<file path="src/rtl/wb_trace_buffer_pkg.sv">
// Shared record layout for the write-back trace buffer.
package wb_trace_buffer_pkg;

  localparam int unsigned PC_W   = 32;
  localparam int unsigned STRB_W = 4;
  localparam int unsigned WNUM_W = 5;
  localparam int unsigned DATA_W = 32;

  localparam int unsigned TRACE_REC_W = PC_W + STRB_W + WNUM_W + DATA_W;

  // Record layout, LSB first: wdata | wnum | wstrb | pc
  localparam int unsigned REC_WDATA_LSB = 0;
  localparam int unsigned REC_WNUM_LSB  = REC_WDATA_LSB + DATA_W;
  localparam int unsigned REC_WSTRB_LSB = REC_WNUM_LSB + WNUM_W;
  localparam int unsigned REC_PC_LSB    = REC_WSTRB_LSB + STRB_W;

  function automatic logic [TRACE_REC_W-1:0] pack_rec(input logic [PC_W-1:0]   pc,
                                                      input logic [STRB_W-1:0] wstrb,
                                                      input logic [WNUM_W-1:0] wnum,
                                                      input logic [DATA_W-1:0] wdata);
    return {pc, wstrb, wnum, wdata};
  endfunction

endpackage

</file>
<file path="src/rtl/wb_trace_buffer_if.sv">
// Write-back debug input and trace output port bundle.
interface wb_trace_buffer_if;
  import wb_trace_buffer_pkg::*;

  logic              wb_retire;
  logic [PC_W-1:0]   debug_wb_pc;
  logic [STRB_W-1:0] debug_wb_rf_we;
  logic [WNUM_W-1:0] debug_wb_rf_wnum;
  logic [DATA_W-1:0] debug_wb_rf_wdata;

  logic              trace_valid;
  logic              trace_ready;
  logic [PC_W-1:0]   trace_pc;
  logic [WNUM_W-1:0] trace_wnum;
  logic [DATA_W-1:0] trace_wdata;
  logic [STRB_W-1:0] trace_wstrb;

  // Core / consumer side
  modport master (
    output wb_retire, debug_wb_pc, debug_wb_rf_we, debug_wb_rf_wnum, debug_wb_rf_wdata,
    output trace_ready,
    input  trace_valid, trace_pc, trace_wnum, trace_wdata, trace_wstrb
  );

  // Trace buffer side
  modport slave (
    input  wb_retire, debug_wb_pc, debug_wb_rf_we, debug_wb_rf_wnum, debug_wb_rf_wdata,
    input  trace_ready,
    output trace_valid, trace_pc, trace_wnum, trace_wdata, trace_wstrb
  );

endinterface

</file>
<file path="src/rtl/trace_sync_fifo.sv">
// Generic single-clock FIFO; head reads zero when empty.
module trace_sync_fifo #(
  parameter int unsigned WIDTH = 8,
  parameter int unsigned DEPTH = 8
) (
  input  logic                   clk,
  input  logic                   reset,
  input  logic                   push,
  input  logic                   pop,
  input  logic [WIDTH-1:0]       wdata,
  output logic                   full,
  output logic                   empty,
  output logic [$clog2(DEPTH):0] count,
  output logic [WIDTH-1:0]       rdata
);

  localparam int unsigned PtrW = $clog2(DEPTH);
  localparam int unsigned CntW = PtrW + 1;

  logic [WIDTH-1:0] mem_q [DEPTH];
  logic [PtrW-1:0]  wr_ptr_q, wr_ptr_d;
  logic [PtrW-1:0]  rd_ptr_q, rd_ptr_d;
  logic [CntW-1:0]  count_q, count_d;
  logic             do_push, do_pop;

  assign full  = (count_q == CntW'(DEPTH));
  assign empty = (count_q == '0);
  assign count = count_q;
  assign rdata = empty ? '0 : mem_q[rd_ptr_q];

  // Next-state for pointers and occupancy; a push into a full FIFO only lands alongside a pop
  always_comb begin
    do_pop   = pop & ~empty;
    do_push  = push & (~full | do_pop);
    wr_ptr_d = wr_ptr_q;
    rd_ptr_d = rd_ptr_q;
    count_d  = count_q;
    if (do_push) wr_ptr_d = wr_ptr_q + PtrW'(1);
    if (do_pop)  rd_ptr_d = rd_ptr_q + PtrW'(1);
    unique case ({do_push, do_pop})
      2'b10:   count_d = count_q + CntW'(1);
      2'b01:   count_d = count_q - CntW'(1);
      default: count_d = count_q;
    endcase
  end

  // Pointer and occupancy registers
  always_ff @(posedge clk) begin
    if (reset) begin
      wr_ptr_q <= '0;
      rd_ptr_q <= '0;
      count_q  <= '0;
    end else begin
      wr_ptr_q <= wr_ptr_d;
      rd_ptr_q <= rd_ptr_d;
      count_q  <= count_d;
    end
  end

  // Storage; when full, the write slot is the head being popped this cycle
  always_ff @(posedge clk) begin
    if (!reset && do_push) mem_q[wr_ptr_q] <= wdata;
  end

endmodule

</file>
<file path="src/rtl/wb_trace_buffer.sv">
// Captures GPR-writing retirements into a FIFO and drains them on a valid/ready trace port.
module wb_trace_buffer
  import wb_trace_buffer_pkg::*;
#(
  parameter int unsigned DEPTH  = 8,
  parameter int unsigned DROP_W = 16
) (
  input  logic                   clk,
  input  logic                   reset,
  wb_trace_buffer_if.slave       bus,
  input  logic                   stat_clear,
  output logic [$clog2(DEPTH):0] fifo_count,
  output logic [31:0]            retire_cnt,
  output logic [DROP_W-1:0]      drop_cnt,
  output logic                   overflow
);

  logic                   cap, push, pop, drop, full, empty;
  logic [TRACE_REC_W-1:0] rec_in, head;
  logic [31:0]            retire_cnt_q, retire_cnt_d;
  logic [DROP_W-1:0]      drop_cnt_q, drop_cnt_d;
  logic                   overflow_q, overflow_d;

  assign cap  = bus.wb_retire & (|bus.debug_wb_rf_we) & (bus.debug_wb_rf_wnum != '0);
  assign pop  = bus.trace_valid & bus.trace_ready;
  assign push = cap & (~full | pop);
  assign drop = cap & full & ~pop;

  assign rec_in = pack_rec(bus.debug_wb_pc, bus.debug_wb_rf_we, bus.debug_wb_rf_wnum,
                           bus.debug_wb_rf_wdata);

  trace_sync_fifo #(
    .WIDTH (TRACE_REC_W),
    .DEPTH (DEPTH)
  ) u_fifo (
    .clk   (clk),
    .reset (reset),
    .push  (push),
    .pop   (pop),
    .wdata (rec_in),
    .full  (full),
    .empty (empty),
    .count (fifo_count),
    .rdata (head)
  );

  assign bus.trace_valid = ~empty;
  assign bus.trace_pc    = head[REC_PC_LSB +: PC_W];
  assign bus.trace_wstrb = head[REC_WSTRB_LSB +: STRB_W];
  assign bus.trace_wnum  = head[REC_WNUM_LSB +: WNUM_W];
  assign bus.trace_wdata = head[REC_WDATA_LSB +: DATA_W];

  // Statistics next-state; a clear overrides any same-cycle increment
  always_comb begin
    retire_cnt_d = retire_cnt_q;
    drop_cnt_d   = drop_cnt_q;
    overflow_d   = overflow_q;
    if (stat_clear) begin
      retire_cnt_d = '0;
      drop_cnt_d   = '0;
      overflow_d   = 1'b0;
    end else begin
      if (bus.wb_retire) retire_cnt_d = retire_cnt_q + 32'd1;
      if (drop) begin
        overflow_d = 1'b1;
        if (drop_cnt_q != {DROP_W{1'b1}}) drop_cnt_d = drop_cnt_q + DROP_W'(1);
      end
    end
  end

  // Statistics registers
  always_ff @(posedge clk) begin
    if (reset) begin
      retire_cnt_q <= '0;
      drop_cnt_q   <= '0;
      overflow_q   <= 1'b0;
    end else begin
      retire_cnt_q <= retire_cnt_d;
      drop_cnt_q   <= drop_cnt_d;
      overflow_q   <= overflow_d;
    end
  end

  assign retire_cnt = retire_cnt_q;
  assign drop_cnt   = drop_cnt_q;
  assign overflow   = overflow_q;

endmodule

</file>
<file path="src/flat_wrapper.sv">
// flat-port wrapper written by rule: the top's interface ports become plain ports
module wb_trace_buffer_flat import wb_trace_buffer_pkg::*;
#(
  parameter int unsigned DEPTH  = 8,
  parameter int unsigned DROP_W = 16
)
  (clk, reset, stat_clear, fifo_count, retire_cnt, drop_cnt, overflow, bus_wb_retire, bus_debug_wb_pc, bus_debug_wb_rf_we, bus_debug_wb_rf_wnum, bus_debug_wb_rf_wdata, bus_trace_ready, bus_trace_valid, bus_trace_pc, bus_trace_wnum, bus_trace_wdata, bus_trace_wstrb);
  wb_trace_buffer_if bus_i ();
  input  logic clk;
  input  logic reset;
  input  logic stat_clear;
  output logic [$clog2(DEPTH):0] fifo_count;
  output logic [31:0] retire_cnt;
  output logic [DROP_W-1:0] drop_cnt;
  output logic overflow;
  input wire logic [$bits(bus_i.wb_retire)-1:0] bus_wb_retire;
  input wire logic [$bits(bus_i.debug_wb_pc)-1:0] bus_debug_wb_pc;
  input wire logic [$bits(bus_i.debug_wb_rf_we)-1:0] bus_debug_wb_rf_we;
  input wire logic [$bits(bus_i.debug_wb_rf_wnum)-1:0] bus_debug_wb_rf_wnum;
  input wire logic [$bits(bus_i.debug_wb_rf_wdata)-1:0] bus_debug_wb_rf_wdata;
  input wire logic [$bits(bus_i.trace_ready)-1:0] bus_trace_ready;
  output wire logic [$bits(bus_i.trace_valid)-1:0] bus_trace_valid;
  output wire logic [$bits(bus_i.trace_pc)-1:0] bus_trace_pc;
  output wire logic [$bits(bus_i.trace_wnum)-1:0] bus_trace_wnum;
  output wire logic [$bits(bus_i.trace_wdata)-1:0] bus_trace_wdata;
  output wire logic [$bits(bus_i.trace_wstrb)-1:0] bus_trace_wstrb;
  assign bus_i.wb_retire = bus_wb_retire;
  assign bus_i.debug_wb_pc = bus_debug_wb_pc;
  assign bus_i.debug_wb_rf_we = bus_debug_wb_rf_we;
  assign bus_i.debug_wb_rf_wnum = bus_debug_wb_rf_wnum;
  assign bus_i.debug_wb_rf_wdata = bus_debug_wb_rf_wdata;
  assign bus_i.trace_ready = bus_trace_ready;
  assign bus_trace_valid = bus_i.trace_valid;
  assign bus_trace_pc = bus_i.trace_pc;
  assign bus_trace_wnum = bus_i.trace_wnum;
  assign bus_trace_wdata = bus_i.trace_wdata;
  assign bus_trace_wstrb = bus_i.trace_wstrb;
  wb_trace_buffer #(.DEPTH(DEPTH), .DROP_W(DROP_W)) u_core (.clk(clk), .reset(reset), .bus(bus_i), .stat_clear(stat_clear), .fifo_count(fifo_count), .retire_cnt(retire_cnt), .drop_cnt(drop_cnt), .overflow(overflow));
endmodule
</file>
<file path="config.mk">
export PLATFORM = sky130hd
export DESIGN_NAME = wb_trace_buffer_flat
export DESIGN_NICKNAME = d
export VERILOG_FILES = /design/src/rtl/wb_trace_buffer_pkg.sv /design/src/rtl/wb_trace_buffer_if.sv /design/src/rtl/trace_sync_fifo.sv /design/src/rtl/wb_trace_buffer.sv /design/src/flat_wrapper.sv
export SDC_FILE = /design/constraint.sdc
export NUM_CORES = 1
export LEC_CHECK = 0
export CORE_MARGIN = 2
export CORE_UTILIZATION = 60
export DETAILED_ROUTE_END_ITERATION = 10
export DONT_BUFFER_PORTS = 1
export GPL_TIMING_DRIVEN = 0
export PLACE_DENSITY = 0.74
export SLEW_MARGIN = 10
export SYNTH_ARGS = -nofsm -noshare
export SYNTH_HDL_FRONTEND = slang
export SYNTH_SLANG_ARGS = --single-unit
</file>
<file path="constraint.sdc">
create_clock -name clk -period 10.85 [get_ports clk]
set_input_delay 0.5425 -clock clk [delete_from_list [all_inputs] [get_ports clk]]
set_output_delay 0.5425 -clock clk [all_outputs]
set_load 0.05 [all_outputs]
</file>
### Yosys cells after proc, flatten, opt, wreduce, memory -nomap -nowiden

Memory sizes are Yosys's and may differ from the RTL's. A register that Yosys moved wholly into a read port is not among the register bits.
Cells that the tools add are included.

| word-level totals | value |
|---|---|
| output and inout bits | 127 |
| memory bits (read-only) | 0 |
| bits in registers | 59 |
| bits in writable memories | 584 |
| word-level logic and storage cells | 44 |
| latch bits | 0 |
| memories | 1 |
| input port bits | 78 |

| cells by class | value |
|---|---|
| div/mod/pow operators | 0 |
| multipliers | 0 |
| reduce and logical (&&, ||, !) cells | 8 |
| shift operators | 0 |
| add/sub/neg operators | 6 |
| bitwise gates (word level) | 13 |
| magnitude comparators | 0 |
| muxes and demuxes | 6 |
| equal/unequal tests | 4 |

Memories:

| name | words | bits a word | rd ports | clocked after memory_dff | write ports | RTL line | RTL |
|---|---|---|---|---|---|---|---|
| u_core.u_fifo.mem_q | 8 | 73 | 1 | 1 | 1 | trace_sync_fifo.sv:20 | `logic [WIDTH-1:0] mem_q [DEPTH];` |

Operator list:

| operator | count |
|---|---|
| $mux W73 | 1 |
| $add A32 B1 Y32 const B | 1 |
| $add A16 B1 Y16 const B | 1 |
| $ne A16 B16 Y1 const B | 1 |
| $and A1 B1 Y1 | 8 |
| $pmux W4 S2 | 1 |
| $add A3 B1 Y3 const B | 2 |
| $mux W3 | 2 |
| $reduce_bool A5 Y1 | 1 |
| $add A4 B1 Y4 const B | 1 |
| $eq A4 B4 Y1 const B | 1 |
| $logic_not A4 Y1 | 1 |
| $reduce_or A4 Y1 | 1 |
| $sub A4 B1 Y4 const B | 1 |
| $not A1 Y1 | 3 |
| $eq A2 B1 Y1 const B | 1 |
| $eq A2 B2 Y1 const B | 1 |
| $mux W1 | 2 |
| $or A1 B1 Y1 | 2 |
| $reduce_and A2 Y1 | 1 |
| $reduce_bool A2 Y1 | 1 |
| $reduce_or A2 Y1 | 1 |
| $logic_and A1 B1 Y1 | 1 |
| $logic_not A1 Y1 | 1 |

### Logic depth before layout (Yosys ltp)

Gate-level depths: netlist (run 1).

| logic depth | value |
|---|---|
| depth in word-level cells | 9 |
| depth in mapped cells | 11 |
| gate-level depth less buffers | 11 |

### Hierarchy

Synthesis (run 1) repeated with hierarchy kept, for this count alone.

| unflattened totals | value |
|---|---|
| cell total of the unflattened synthesis | 1281 |
| area total of the unflattened synthesis | 25244.2 µm² |

Modules (own cells, without submodules):

| module | seq. area each (µm²) | instances | area an instance (µm²) | cells an instance |
|---|---|---|---|---|
| trace_sync_fifo | 17797.1 | 1 | 22839.4 | 1008 |
| wb_trace_buffer | 980.9 | 1 | 2404.8 | 273 |

### Worst setup path after synthesis (run 1)

No wires, ideal clock.

| timing path | value |
|---|---|
| path type | register to register |
| start point | register u_core.u_fifo.count_q[0], in the netlist u_core.u_fifo.count[0] |
| end point | memory u_core.u_fifo.mem_q[0][0] in the netlist's numbering (enable) |
| buffers on the path | 0 |
| stages on the path, launching flop included | 6 |
| required time | 10.141 ns |
| period minus slack after synthesis | 9.522 ns |
| data arrival time | 8.813 ns |
| setup time | 0.709 ns |
| path slack | 1.328 ns |
| cells stage by stage | dfxtp_1 -> nor3_1 -> nand3b_1 -> nor2b_1 -> inv_2 -> nor4b_1 |

| on the way | value |
|---|---|
| word-level cells in the longest chain between the ends | 9 |
| elaborated cells between the ends (all ways) | 13 |
| classes of those cells | eq/ne (1); mux (2); bitwise (8); reduce/logical (2) |

RTL lines:

| what | RTL line | RTL |
|---|---|---|
| start: declaration | trace_sync_fifo.sv:23 | `logic [CntW-1:0] count_q, count_d;` |
| start signal: assignment | trace_sync_fifo.sv:56 | `count_q <= count_d;` |
| $logic_not A4 Y1 | trace_sync_fifo.sv:27 | `assign empty = (count_q == '0);` |
| $not A1 Y1 | trace_sync_fifo.sv:33, wb_trace_buffer.sv:47 |  |
| $and A1 B1 Y1 | wb_trace_buffer.sv:25 | `assign pop = bus.trace_valid & bus.trace_ready;` |
| $or A1 B1 Y1 / $and A1 B1 Y1 (equally long branches) | wb_trace_buffer.sv:26, trace_sync_fifo.sv:33 |  |
| $and A1 B1 Y1 / $or A1 B1 Y1 (equally long branches) | wb_trace_buffer.sv:26, trace_sync_fifo.sv:34 |  |
| $and A1 B1 Y1 * | trace_sync_fifo.sv:34 | `do_push = push & (~full \| do_pop);` |
| $logic_and A1 B1 Y1 * | trace_sync_fifo.sv:62 | `if (!reset && do_push) mem_q[wr_ptr_q] <= wdata;` |
| $mux W1 * | trace_sync_fifo.sv:62 |  |
| $mux W1 (implied by the code) * | trace_sync_fifo.sv:62 |  |
| end: declaration | trace_sync_fifo.sv:20 |  |

Every way passes the cells marked *; elsewhere a longest branch is shown, timed or not.

==> results of run 1 <==
## cells in the mapped netlist, types with 3 or more instances
master / n / area, um^2
nor3_1: 8 / 40.04
nand2_1: 23 / 86.33
nand4_1: 7 / 43.79
dfxtp_1: 62 / 1241
a21oi_1: 14 / 70.07
xnor2_1: 18 / 157.7
o21ai_0: 8 / 40.04
edfxtp_1: 584 / 17540
mux4_2: 146 / 3288
or3_1: 11 / 68.82
mux2i_1: 77 / 770.7
buf_1: 8 / 30.03
nor4_1: 11 / 68.82
and4_1: 6 / 52.55
nor2_1: 130 / 488.0
or4_1: 4 / 30.03
buf_2: 17 / 85.08
ha_1: 7 / 87.58
xor2_1: 21 / 183.9
clkbuf_1: 34 / 127.6
and3_1: 6 / 37.54
nand3_1: 20 / 100.1
and2_1: 3 / 18.77
inv_1: 8 / 30.03
## state kept, by name, indices dropped and copies added (netlist names), named ones only
name and flops:
u_core.u_fifo.count 4, u_core.overflow 1, u_core.u_fifo.wr_ptr_q 3, u_core.retire_cnt 32
u_core.u_fifo.mem_q 584, u_core.drop_cnt 16, u_core.u_fifo.rd_ptr_q 3
## power groups by stage
stage                     Combinational, mW  Clock, mW  Sequential (mW)
after floorplan                        1.39          0             2.87
after global placement                 1.67          0             2.89
after detailed placement               1.70          0             2.87
after CTS                              1.70       2.26             2.82
after global routing                   1.77       2.37             2.82
final                                  1.67       2.23             2.82
## metal layers
layer | vias up | track usage [%] | wire length, um
li1 | 5376 | - | -
met1 | 6290 | 32.83 | 20840
met2 | 383 | 39.07 | 25310
met3 | 63 | 6.702 | 3876
met4 | 0 | 5.772 | 768
met5 | - | 0 | 0
## worst reg2reg max path, delay by kind of cell, from the launching register on
kind	cells	cell delay, ns
buffers and inverters	5	1.07
flip-flops	1	0.75
AND/OR/NAND/NOR	5	1.72
## how the worst max path moves through the flow
stage                           startpoint                    endpoint  slack [ns]  cells past startpoint
global placement    u_core.u_fifo.count[0]  u_core.u_fifo.mem_q[0][51]       -6.54                      5
global route                     flip-flop           bus_trace_wnum[4]        6.57                      5
CTS                 u_core.u_fifo.count[0]           bus_trace_wnum[4]        6.67                      4
detailed placement  u_core.u_fifo.count[0]  u_core.u_fifo.mem_q[4][11]        6.94                     10
finish                           flip-flop           bus_trace_wnum[3]        6.75                      5
floorplan           u_core.u_fifo.count[0]   u_core.u_fifo.mem_q[0][0]        1.33                      5
## area by class of cell
cell class                      count  area, um^2  area share, %
Clock inverter                     33       279.0         0.9770
Tap cell                          532       665.6          2.331
Multi-Input combinational cell    549        5939          20.80
Sequential cell                   646       18780          65.75
Buffer                             61       257.7         0.9025
Timing Repair Buffer               68       733.2          2.567
Clock buffer                       86        1873          6.558
Inverter                            9       33.78         0.1183
## stage by stage
step / hold slack, ns / setup TNS [ns] / power, mW / setup slack (ns)
6_report: 0.05625 / 0 / 6.715 / 6.747
5_1_grt: 0.03466 / 0 / 6.954 / 6.575
4_1_cts: 0.03154 / 0 / 6.785 / 6.669
3_5_place_dp: 0.5255 / 0 / 4.569 / 6.941
3_3_place_gp: 0.5033 / -1145.89 / 4.559 / -6.543
2_1_floorplan: 0.4847 / 0 / 4.264 / 1.328
## cells in the final DEF, fill, tap and decap left out, drive strengths merged, types with 11 or more instances in the layout
| cell type | count |
|---|---|
| a21oi | 14 |
| mux4 | 146 |
| buf | 95 |
| or3 | 13 |
| nor2 | 130 |
| clkinv | 24 |
| xnor2 | 18 |
| mux2i | 77 |
| dfxtp | 62 |
| edfxtp | 584 |
| nand3 | 20 |
| clkbuf | 120 |
| xor2 | 21 |
| nor4 | 11 |
| nand2 | 24 |
## cell families after synthesis
group / Yosys count
muxes: 223
and+or+nand+nor: 244
adders and majority gates: 8
xor gates and xnor gates: 39
AOI/OAI and AO/OA: 35
DFF: 646
buffers and inverters: 70
==> summary.md, run 1 <==
| Metric | Value |
|---|---|
| IO Pins | 205 |
| Leak | 8.875 nW |
| Cts repair resizes | 0 |
| Mux cell area share after synthesis | 16.26% |
| Slew @ Worst Pin | 1.306 ns |
| GR Overflow Total | 0 |
| CTS tree | built |
| Final hold violation count | 0 |
| Power Density | 235.1 mW/mm^2 |
| Width of the die | roughly 210 um |
| DR vias/cell | between 6 and 7 |
| Detailed placer's ending HPWL | 33.39 mm |
| Clock tree buffer depth | 3 |
| Core area | 0.04092 mm^2 |
| Worst Setup End Kind | output pin |
| Initial DRC count | 762 |
| Flops & latches, synth | roughly 650 |
| Critical-path cell list | clkbuf_1 > clkbuf_1 > mux4_2 > mux2i_1 > nor2_1 |
| Worst path max stage delay | around 0.90 ns |
| Crit-path leading delay family | buffers and inverters |
| Switching share of total power | between 30% and 40% |
| Synth Warn # | 0 |
| Post-CTS Hold Buffers | 0 |
| Final ANT Viol Nets | 0 |
| CP arrival | 3.56 ns |
| CTS H-tree depth | 3 |
| Final Core Density | 69.79% |
| Setup CP Type | flip-flop to output pin |
| Reg2reg end | u_core.u_fifo.mem_q[4][43] |
| CP max stage cell | nor2_1 |
| First-pass GRT wire length | 76.97 mm |
| Cell repeated most along the worst path | clkbuf_1 |
| Outcome | finished, final reports clean |
| XOR/XNOR Fraction of Synth Area | under 10% |
| HP Start | bus_debug_wb_pc[30] |
| Syn-to-layout area delta | 14.43% |
| PortBufs | 0 |
| Setup Viol. Count Final | 0 |
| Clock tree sinks | 646 |
| Fraction of layout cells with a size suffix above 1 | 23.76% |
| Die area | approximately 0.043 mm^2 |
| Final period util | 37.81% |
| Unrepaired setup endpoints after global routing | no |
| WP data required | 10.31 ns |
| Post-Layout Cell Count | 1984 |
| Mapped Avg Cell Area | around 20 um^2 |
| Largest family of logic cells by synthesized area | multiplexers |
| Mapped Cells | 1265 |
| Post-Synth Simple-Gate Area | 4.657% |
| Post-synth ARST share | 0% |
| Die span in y | 208.0 um |
| Initial Utilization | 60.99% |
| Slew headroom | 12.93% |
| Vias in the first global route | about 13000 |
| Via count | about 12000 |
| Post-Layout Inst Area | 0.02856 mm^2 |
| CTS Root Cell | clkbuf_16 |
| Worst R2R Start | u_core.u_fifo.count[0] |
| Fmax | 0.2437 GHz |
| Dpl cell area | 0.02641 mm^2 |
| Reg-to-reg slack, setup | 7.02 ns |
| Post-synthesis cell type count | between 40 and 50 |
| Comb pwr share | 24.9% |
| Post-CTS setup buffer count | 0 |
| Clock power frac | 33.1% |
| Fillers | 2557 |
| Final Critical Period | 4.103 ns |
| Post-synthesis adder-cell area fraction | less than 1% |
| Post-synth EDFFs | 584 |
| CP Max Fanout | 10 |
| CTS Buf Count | 66 |
| WL/cell | 25.60 um |
| Rows | 74 |
| Area of the mapped netlist | about 0.025 mm^2 |
| Final net count | around 1500 |
| Clock Skew | 0.01856 ns |
| Post-Route WL | 50.79 mm |
| Antenna diode count | 0 |
| Class of the worst hold path | input pin to flip-flop |
| VDD IR max | 0.2025 mV |
| Seq/Total Area, Yosys | 75.24% |
| Initial antenna violation count | 0 |
| Share of power burned in registers | roughly two fifths |
| Clk_lat worst skew | 0.58 ns |
| Switching Power | 2.186 mW |
| Final Slew Violations | 0 |
| Hold depth | 0 |
| Placed cell count | 1865 |
| Max-Cap Viols | 0 |
| Worst Path Buf+Inv | 2 |
| Syn_nets | between 1000 and 1500 |
| Ys flop type | edfxtp_1 |
| Global-route usage over all layers | 24.01% |
| Drt drc | 0 |
| Worst Hold Endpoint | u_core.u_fifo.mem_q[6][71] |
| Placer Congestion | 0.8185 |
| Drt first pass iters | 5 |
| Internal power | 4.528 mW |
| R2R cell count | 10 |
| Clk slew on worst S/H paths | 0.06 ns |
| Crit start category | flip-flop |
| Largest net degree at the start of global routing | 22 |
| Post-synthesis compound-gate area fraction | less than 1% |
(Power assumes the default switching activity.)
==> run 2, diff against run 1 <==
Settings changed: ABC_AREA set to 1, CORE_UTILIZATION 60 to 57, PLACE_DENSITY 0.74 to 0.73.
Clock period 10.85 ns to 3.5 ns, I/O delays scaled along.
==> run 2 against run 1 <==
Net effect: sequential power rose to 3.1 times the previous value; routed wire length up 26%; die area up 10%.
==> summary.md, run 2 <==
| Metric | Value |
|---|---|
| Top cells by area, synth | edfxtp_1 67%, nor2_1 7.6%, o21ai_0 6.3%, dfxtp_1 4.8%, mux2i_1 2.8% |
| CP Max Fanout | 10 |
| Post-synth EDFFs | a little under 600 |
| Initial Utilization | 57.70% |
| CTS tree | built |
| Clk_lat worst skew | 0.62 ns |
| Comb pwr share | about a third |
| CTS Buf Count | 61 |
| Seq/Total Area, Yosys | between 70 and 80% |
| Multi-input logic area | around 0.0067 mm^2 |
| Post-Layout Inst Area | 0.03055 mm^2 |
| Rows | 78 |
| Cell repeated most along the worst path | nor2_1 |
| Clock power frac | 27.6% |
| Clock tree buffer depth | 3 |
| WP data required | approximately 3.3 ns |
| Final Slew Violations | 0 |
| Worst Setup End Kind | output pin |
| Power Density | between 700 and 800 mW/mm^2 |
| Post-synth ARST share | 0% |
| Synth Warn # | 0 |
| Flops & latches, synth | between 600 and 700 |
| Initial antenna violation count | 6 |
| Class of the worst hold path | input pin to flip-flop |
| CTS H-tree depth | 2 |
| Post-Route WL | approximately 64 mm |
| Initial DRC count | between 1500 and 2000 |
| Final Critical Period | 3.430 ns |
| Mapped Cells | 2165 |
| Unrepaired setup endpoints after global routing | no |
| Syn-to-layout area delta | 16.95% |
| First-pass GRT wire length | roughly 97 mm |
| IO Pins | 205 |
| Setup Viol. Count Final | 0 |
| Final hold violation count | 0 |
| Final Total Pwr | 22.97 mW |
| Top cells by count, synth | 584 x edfxtp_1, 529 x nor2_1, 329 x o21ai_0, 140 x nand2_1 |
| Largest net degree at the start of global routing | 25 |
| Final period util | 97.99% |
| Biggest register | u_core.u_fifo.mem_q |
| Via count | 17520 |
| CP arrival | ~3.3 ns |
| Switching Power | 9.068 mW |
| Detailed placer's ending HPWL | approximately 40 mm |
| Final setup slack of the worst path | 0.07018 ns |
| Die area | 0.04756 mm^2 |
| Placer Congestion | 0.8743 |
| Dpl cell area | between 0.02 and 0.03 mm^2 |
| CP max stage cell | nor2_1 |
| Clk slew on worst S/H paths | 0.06 ns |
| Final Core Density | 67.47% |
| Fraction of layout cells with a size suffix above 1 | 10.79% |
| Fillers | about 3200 |
| Core area | 0.04528 mm^2 |
| Setup CP Type | flip-flop to output pin |
| Area of the mapped netlist | 0.02613 mm^2 |
| Outcome | finished, final reports clean |
| Max-Cap Viols | 0 |
| Leak | 10.05 nW |
| R2R cell count | 12 |
| Switching share of total power | 39.48% |
| Post-synthesis cell type count | 35 |
| Fmax | approximately 0.29 GHz |
| Syn_nets | roughly 2300 |
| Clock tree sinks | roughly 650 |
| Worst path max stage delay | 0.80 ns |
| Commonest non-fill, non-tap cells in the layout | 584 x edfxtp_1, 460 x nor2_1, 329 x o21ai_0, 140 x nand2_1, 90 x clkbuf_1 |
| Max reg flops | 584 |
| Drt first pass iters | 5 |
| Share of power burned in registers | between 30% and 40% |
| Slew @ Worst Pin | 1.090 ns |
| PortBufs | 0 |
| Crit start category | flip-flop |
| Mapped Avg Cell Area | 12.07 um^2 |
| Final net count | about 2400 |
| Die span in y | 218.1 um |
| Drt drc | 0 |
| Post-Layout Cell Count | around 3000 |
| Clock Skew | approximately 0.017 ns |
| Ys flop type | edfxtp_1 |
| Critical-path cell list | buf_2 > clkbuf_1 > o21ai_0 > o22ai_1 > nor2_1 > nor2_1 |
| GR Overflow Total | 0 |
| Post-CTS setup buffer count | 0 |
| Count leader, synth | edfxtp_1 |
| Commonest non-fill, non-tap cell in the layout | edfxtp_1 |
| Post-synth top area share | 67.12% |
| Final ANT Viol Nets | 0 |
| Register area | 0.01878 mm^2 |
| Internal power | 13.90 mW |
| DR vias/cell | slightly below 6 |
| Vias in the first global route | 17130 |
| VDD IR max | 0.4431 mV |
| Biggest area consumer among synthesized cells | edfxtp_1 |
| WL/cell | between 20 and 25 um |
| CTS Root Cell | clkbuf_16 |
| Slew headroom | between 20% and 30% |
| Placed cell count | ~2800 |
| Width of the die | approximately 220 um |
| Pre-CTS WS | 0.07023 ns |
| Global-route usage over all layers | 26.84% |
| Hold depth | 4 |
==> run 2: logic make-up after synthesis <==
| kind of cell | Yosys count | synth area share (%) |
|---|---|---|
| buffers and inverters | 185 | 3.290 |
| DFF | 646 | 71.87 |
| adders and majority gates | 8 | 0.4118 |
| and+or+nand+nor | 739 | 11.20 |
| muxes | 73 | 2.797 |
| xor gates and xnor gates | 13 | 0.4358 |
| AOI/OAI and AO/OA | 501 | 9.990 |
==> run 2: metrics by stage <==
stage | hold slack [ns] | setup TNS, ns
finish | 0.1190 | 0
global route | 0.1514 | 0
CTS | 0.1025 | 0
detailed placement | 0.2498 | 0
global placement | 0.2466 | -927.94
floorplan | 0.2441 | -17.75
==> run 2: per-layer routing <==
metal  track usage (%)  routed length [um]  vias to the layer above
li1                  -                   -                     8092
met1             35.24               24770                     8439
met2             43.57               30780                      858
met3             7.015                6426                      131
met4             9.524                1884                        2
met5                 0                  13                        -
==> run 2: worst max-delay path, delay by kind of cell (launching register included) <==
kind / cells / cell delay [ns]
buffers and inverters: 2 / 0.97
AND/OR/NAND/NOR: 2 / 0.85
AO/OA/AOI/OAI: 2 / 0.40
flip-flops: 1 / 0.39
==> run 2: worst paths after layout <==
| path | endpoint | from | slack (ns) |
|---|---|---|---|
| min reg2reg | u_core.u_fifo.rd_ptr_q[2] | u_core.u_fifo.rd_ptr_q[2] | 0.49 |
| max | bus_trace_wdata[12] | flip-flop | 0.07 |
| min | u_core.overflow | bus_debug_wb_rf_wnum[0] | 0.12 |
| max reg2reg | u_core.u_fifo.mem_q[4][57] | u_core.u_fifo.count[1] | 0.42 |
==> run 2: cell type report <==
type	count	area share (%)
Antenna cell	5	0.04095
Sequential cell	646	61.47
Buffer	118	1.990
Multi-Input combinational cell	1334	22.08
Inverter	67	0.8272
Clock inverter	24	0.6429
Tap cell	600	2.457
Clock buffer	90	5.622
Timing Repair Buffer	111	4.865
==> run 2: power groups by stage <==
stage | Clock, mW | Sequential (mW) | Combinational [mW]
CTS | 6.39 | 8.75 | 7.76
global route | 6.70 | 8.77 | 8.43
global placement | 0 | 8.93 | 7.17
detailed placement | 0 | 8.92 | 7.32
finish | 6.33 | 8.75 | 7.88
floorplan | 0 | 8.90 | 5.56
==> run 2: repair_timing <==
action / in CTS / in global routing
setup endpoints to repair: 51 / 49
hold buffers: 78 / 0
endpoints found under the hold margin: 610 / 0
gates cloned: 0 / 0
resized for setup: 53 / 18
